==> src/rtl/ad_frame_writer.sv <==
// Drains the AD sample FIFO into a ping-pong two-bank sample RAM, one frame per bank,
// and hands each completed bank to the downstream filter until it is released.
module ad_frame_writer #(
    parameter int DATA_W    = 16,
    parameter int ADDR_W    = 10,
    parameter int FRAME_LEN = 512,
    parameter int CH_NUM    = 8
) (
    input  logic              clk,
    input  logic              reset,
    input  logic              start,
    input  logic              stop,
    input  logic              fifo_empty,
    input  logic              fifo_full,
    input  logic [DATA_W-1:0] fifo_q,
    output logic              fifo_rdreq,
    output logic              ram_we,
    output logic [ADDR_W:0]   ram_addr,
    output logic [DATA_W-1:0] ram_wdata,
    output logic [2:0]        ram_ch,
    output logic              frame_done,
    output logic              frame_bank,
    input  logic [1:0]        bank_release,
    output logic [1:0]        bank_full,
    output logic              overrun,
    output logic              busy
);

    localparam int CNT_W = ADDR_W + 1;

    typedef enum logic [2:0] {
        S_IDLE,
        S_WAIT_BANK,
        S_READ,
        S_FLUSH,
        S_DONE
    } state_t;

    state_t            state_reg, state_next;
    logic [CNT_W-1:0]  rd_cnt_reg;
    logic [ADDR_W-1:0] wr_cnt_reg;
    logic              cur_bank_reg;
    logic              stop_pend_reg;
    logic              wr_pend_reg;
    logic              overrun_reg;
    logic              frame_bank_reg;
    logic [1:0]        bank_full_reg;
    logic              rd_req;

    // Next-state and read-request decode
    always_comb begin
        state_next = state_reg;
        rd_req     = 1'b0;
        case (state_reg)
            S_IDLE: begin
                if (start) state_next = S_WAIT_BANK;
            end
            S_WAIT_BANK: begin
                // Wait for the same bank to be returned so frame order stays alternating
                if (stop)
                    state_next = S_IDLE;
                else if (!bank_full_reg[cur_bank_reg])
                    state_next = S_READ;
            end
            S_READ: begin
                rd_req = !fifo_empty && (rd_cnt_reg < CNT_W'(FRAME_LEN));
                if (rd_req && rd_cnt_reg == CNT_W'(FRAME_LEN - 1))
                    state_next = S_FLUSH;
            end
            S_FLUSH: begin
                state_next = S_DONE;
            end
            S_DONE: begin
                state_next = (stop_pend_reg || stop) ? S_IDLE : S_WAIT_BANK;
            end
            default: begin
                state_next = S_IDLE;
            end
        endcase
    end

    always_ff @(posedge clk) begin
        if (reset) begin
            state_reg      <= S_IDLE;
            rd_cnt_reg     <= '0;
            wr_cnt_reg     <= '0;
            cur_bank_reg   <= 1'b0;
            stop_pend_reg  <= 1'b0;
            wr_pend_reg    <= 1'b0;
            overrun_reg    <= 1'b0;
            frame_bank_reg <= 1'b0;
        end else begin
            state_reg   <= state_next;
            wr_pend_reg <= rd_req;

            if (state_reg == S_WAIT_BANK && state_next == S_READ) begin
                rd_cnt_reg <= '0;
                wr_cnt_reg <= '0;
            end else begin
                if (rd_req)      rd_cnt_reg <= rd_cnt_reg + 1'b1;
                if (wr_pend_reg) wr_cnt_reg <= wr_cnt_reg + 1'b1;
            end

            // start in IDLE re-arms; a simultaneous stop still limits capture to one frame
            if (state_reg == S_IDLE) begin
                if (start) stop_pend_reg <= stop;
            end else if (stop) begin
                stop_pend_reg <= 1'b1;
            end

            if (state_reg == S_IDLE && start)
                overrun_reg <= 1'b0;
            else if (state_reg != S_IDLE && fifo_full)
                overrun_reg <= 1'b1;

            if (state_reg == S_DONE) begin
                frame_bank_reg <= cur_bank_reg;
                cur_bank_reg   <= ~cur_bank_reg;
            end
        end
    end

    // Per-bank ownership: handing a bank over beats a same-cycle release
    generate
        for (genvar gi = 0; gi < 2; gi++) begin : g_bank
            always_ff @(posedge clk) begin
                if (reset)
                    bank_full_reg[gi] <= 1'b0;
                else if (state_reg == S_DONE && cur_bank_reg == 1'(gi))
                    bank_full_reg[gi] <= 1'b1;
                else if (bank_release[gi])
                    bank_full_reg[gi] <= 1'b0;
            end
        end
    endgenerate

    assign fifo_rdreq = rd_req;
    assign ram_we     = wr_pend_reg;
    assign ram_addr   = wr_pend_reg ? {cur_bank_reg, wr_cnt_reg} : '0;
    assign ram_wdata  = wr_pend_reg ? fifo_q : '0;
    assign ram_ch     = wr_pend_reg ? 3'(wr_cnt_reg % ADDR_W'(CH_NUM)) : 3'd0;
    assign frame_done = (state_reg == S_DONE);
    assign frame_bank = frame_bank_reg;
    assign bank_full  = bank_full_reg;
    assign overrun    = overrun_reg;
    assign busy       = (state_reg != S_IDLE);

endmodule

==> config.mk <==
export PLATFORM = sky130hd
export DESIGN_NAME = ad_frame_writer
export DESIGN_NICKNAME = d
export VERILOG_FILES = /design/src/rtl/ad_frame_writer.sv
export SDC_FILE = /design/constraint.sdc
export NUM_CORES = 1
export LEC_CHECK = 0
export CORE_MARGIN = 5
export CORE_UTILIZATION = 46
export DETAILED_ROUTE_END_ITERATION = 10
export MAX_ROUTING_LAYER = met4
export PLACE_DENSITY = 0.84
export SYNTH_ARGS = -nofsm -noshare
export SYNTH_HDL_FRONTEND = slang
export SYNTH_SLANG_ARGS = --single-unit
==> constraint.sdc <==
create_clock -name clk -period 4.4 [get_ports clk]
set_input_delay 0.44 -clock clk [delete_from_list [all_inputs] [get_ports clk]]
set_output_delay 0.44 -clock clk [all_outputs]
set_load 0.03 [all_outputs]
Word-level counts from Yosys, hierarchy flattened. Cells that the tools add are included. Widths: inputs -> output; s select.

Add/subtract/negate cells: 2. Magnitude comparators: 2. Eq/ne operators: 7. Muxes and demuxes: 19. Bitwise logic cells: 1. Reduce and logical (&&, ||, !) cells: 17.

Operators by type and width (number): $mux 16 (1); $mux 3 (5); $pmux 3 s5 (1); $add 11x1->11 const B (1); $eq 11x9->1 const B (1); $lt 11x10->1 const B (1); $mux 1 (11); $mux 11 (1); $add 10x1->10 const B (1); $eq 3x2->1 const B (3); $logic_and 1x1->1 (7); $reduce_bool 2->1 (3); $reduce_or 2->1 (2); $eq 3x1->1 const B (1); $eq 3x3->1 const B (1); $logic_not 3->1 (1); $reduce_bool 3->1 (1); $lt 1x2->1 const B (1); $ne 2x2->1 const B (1); $reduce_and 2->1 (1); $logic_not 1->1 (1); $logic_or 1x1->1 (1); $not 1->1 (1).

Register bits after elaboration: 31. Bits of input ports: 24. Output and inout bits: 38. Word-level logic and storage cells: 58.

Longest topological paths before layout.
Depth after elaboration: 8. Mapped depth: 6. Depth with buffers taken out: 5.

Worst setup path after synthesis. No wires, ideal clock.

Kind: reg-to-output. Start point: register wr_pend_reg, in the netlist ram_we. End point: output ram_ch[0]. Data arrival time: 1623 ps. Required time: 3960 ps. Setup slack: 2337 ps. Stages on the path, launching flop included: 5. Path buffers: 3. Path through: dfxtp_1 > clkbuf_1 > clkbuf_1 > and2_1 > buf_4.

Longest elaborated chain between the ends: 1.

Ends and longest elaborated chain: start: declaration (RTL line 44) `logic wr_pend_reg;`; start signal: assignment (RTL line 94) `wr_pend_reg <= rd_req;`; $mux 3 (RTL line 141) `assign ram_ch = wr_pend_reg ? 3'(wr_cnt_reg % ADDR_W'(CH_NUM)) : 3'd0;`; end: declaration (RTL line 20) `output logic [2:0] ram_ch,`.

No other way between the ends.

Worst setup path in the final report.
Start point: register wr_pend_reg, in the netlist ram_we. End point: output ram_ch[2].

Same word-level chain as after synthesis.

==> impl_metrics.toml <==
[critical_path]
reg2reg_depth = 4
worstSetupStartpointType = "flip-flop"
cp-end-kind = "output pin"
r2r_end = "wr_cnt_reg[1]"
crit_type = "flip-flop to output pin"
cp.required_ns = 3.96
critPathArrivalTime_ns = 2.24
crit_fanout = 33
r2r_start = "cur_bank_reg"
r2r_slack_ns = 2.50

[outcome]
run_status = "finished, final reports clean"

[sta]
worstMarginPinSlew_ns = 0.771
min_period_ns = 2.68
fmax_ghz = 0.373
slew_headroom_pct = 48.5
finalSetupViolations = 0
slew_viol_final = 0
layout_worst_path_cycle_share_pct = 60.9
rsz0062_at_grt = "false"
final-hold-violation-count = 0
tns_ns = 0
skew_ns = 0.0128

[final_layout]
largest_register_ffs = 11
drive_gt1_share_pct = 6.94
instances_no_fill = 291
nNetsFinal = 270
area_growth_pct = 40.9
final_util_pct = 66.6
antenna_cells = 0

[clock_tree]
hold_buffers = 0
clkSlewWorstSetupHoldPaths_ns = 0.09
cts_tree = "done"
cts_made_buffers = 5
clock_latency_ns = 0.34
ctsLongestPathBuffers = 2
cts-root-buf = "clkbuf_4"
cts_setup_buffers = 0
htreeDepth = 2
cts.sinks = 31
cts_resized = 0

[die]
ios = 62
fp.coreArea_mm2 = 0.00334
die_x_um = 68.6
die-area_mm2 = 0.00470
initial_core_util_pct = 47.3
fp-row-count = 21
die_h_um = 68.6

[min_path]
min_to = "rd_cnt_reg[10]"
worstHoldStart = "rd_cnt_reg[10]"
hold_depth = 2
hold_path_class = "flip-flop to flip-flop"

[grt]
antenna_found_initial = 0
first_global_vias = 1324
grtUsageMet1_pct = 18.4
grt.overflow.total = 0
grt_usage_pct = 16.3
met2_usage_pct = 27.3
grt_use_met3_pct = 4.38
grt_pass1_wl_um = 5690
top_usage_layer = "met2"
grt_max_degree = 34

[power_and_ir_drop]
power_density_mw_per_mm2 = 225
p_leak_nw = 0.809
ir_drop_v = 0.000209
power_mw = 0.500

[place]
placedCellCount = 283
hpwl_um = 2690
io_buffers = 61
gp_congestion = 0.829

[detailed_routing]
routedWlPerCell_um = 12.0
first_pass_iters = 4
drt_wl_total_um = 3500
detail-route-antenna-nets = 0
viasPerCell = 4.92
drcViolationCount = 0
vias = 1433
drt_iter0_drc = 58

[synth]
synth_area_per_cell_um2 = 8.44
ys_seq_area_share_pct = 39.3
synth.distinct_cells = 35
netlist_instances = 187
syn_area_mm2 = 0.00158
synth_seq_cells = 31
syn_nets = 213
synth-warning-count = 0

[job]
drv_cap = 0
==> report_power, final <==
| group | switching [mW] | internal (mW) |
|---|---|---|
| combinational | 0.0253 | 0.0313 |
| sequential | 0.00402 | 0.283 |
| clock | 0.0967 | 0.0593 |
| total | 0.126 | 0.374 |
==> per-layer routing <==
layer / wire (um) / share of wire [%]
met3: 279 / 8.0
met1: 1420 / 40
met5: 0 / 0
met2: 1750 / 50
met4: 53 / 1.5
==> worst max-delay path, cell delays in order (launching register included) <==
cell	delay (ns)
dfxtp_1	0.83
nand2_1	0.27
inv_1	0.14
clkdlybuf4s50_1	0.68
==> cell usage after synthesis, drive strengths merged <==
library cell,number,share of area (%)
ha,2,1.6
a2bb2oi,1,0.56
or3,1,0.48
a22oi,2,0.95
buf,6,3.6
nor4,5,3.3
o21a,1,0.48
dfxtp,31,39
inv,7,1.7
and2b,1,0.56
and2,26,10
nor2,32,7.9
nand4b,1,0.56
mux2i,1,0.63
nand3,7,2.2
or4,1,0.71
o31a,1,0.56
and3b,1,0.56
a21oi,4,1.3
a221oi,1,0.95
nand2,11,2.6
mux2,1,0.71
nand3b,1,0.48
nor3,10,3.2
xor2,5,2.8
a21o,1,0.48
xnor2,13,7.2
clkbuf,5,1.2
nand2b,2,0.79
nor2b,1,0.40
nand4,5,2.0
==> cell families (layout without fill, tap and decap cells) <==
family,count (synthesis),count (layout),share of synthesized area [%]
buf+inv,18,76,6.42
fa+ha+maj,2,2,1.59
compound gates,11,11,5.23
flops,31,31,39.3
mux,2,2,1.35
xor+xnor,18,18,9.99
simple gates,105,105,36.1
==> worst max path at each step <==
| stage | startpoint | endpoint | slack [ns] |
|---|---|---|---|
| CTS | ram_we | ram_ch[2] | 1.65 |
| global route | ram_we | ram_ch[2] | 1.45 |
| floorplan | ram_we | ram_ch[0] | 2.34 |
| detailed placement | fifo_empty | fifo_rdreq | 1.78 |
| global placement | fifo_empty | fifo_rdreq | 1.80 |
| finish | ram_we | ram_ch[2] | 1.72 |
==> cell type report <==
class	count	area, um2
Inverter	7	26.3
Timing Repair Buffer	61	611
Clock buffer	5	37.5
Multi-Input combinational cell	138	856
Clock inverter	3	15.0
Tap cell	46	57.6
Fill cell	282	1110
Sequential cell	31	621
==> through the flow <==
| stage | hold WS [ns] | cell area [um2] | setup WS, ns |
|---|---|---|---|
| floorplan | 0.422 | 1580 | 2.34 |
| global placement | 0.433 | 2170 | 1.80 |
| detailed placement | 0.457 | 2170 | 1.78 |
| CTS | 0.471 | 2220 | 1.65 |
| global route | 0.492 | 2220 | 1.45 |
| finish | 0.462 | 2220 | 1.72 |
==> placed cells by master, fill, tap and decap left out, types with 2 or more instances in the layout <==
master           instances
a21oi_1                  4
a22oi_1                  2
and2_1                  26
clkbuf_4                 5
clkdlybuf4s50_1         61
clkinv_2                 3
dfxtp_1                 31
ha_1                     2
inv_1                    7
nand2_1                 11
nand2b_1                 2
nand3_1                  7
nand4_1                  5
nor2_1                  30
nor2_2                   2
nor3_1                  10
nor4_1                   3
xnor2_1                 13
xor2_1                   5
Note: power is estimated with default switching activity, not from simulation.
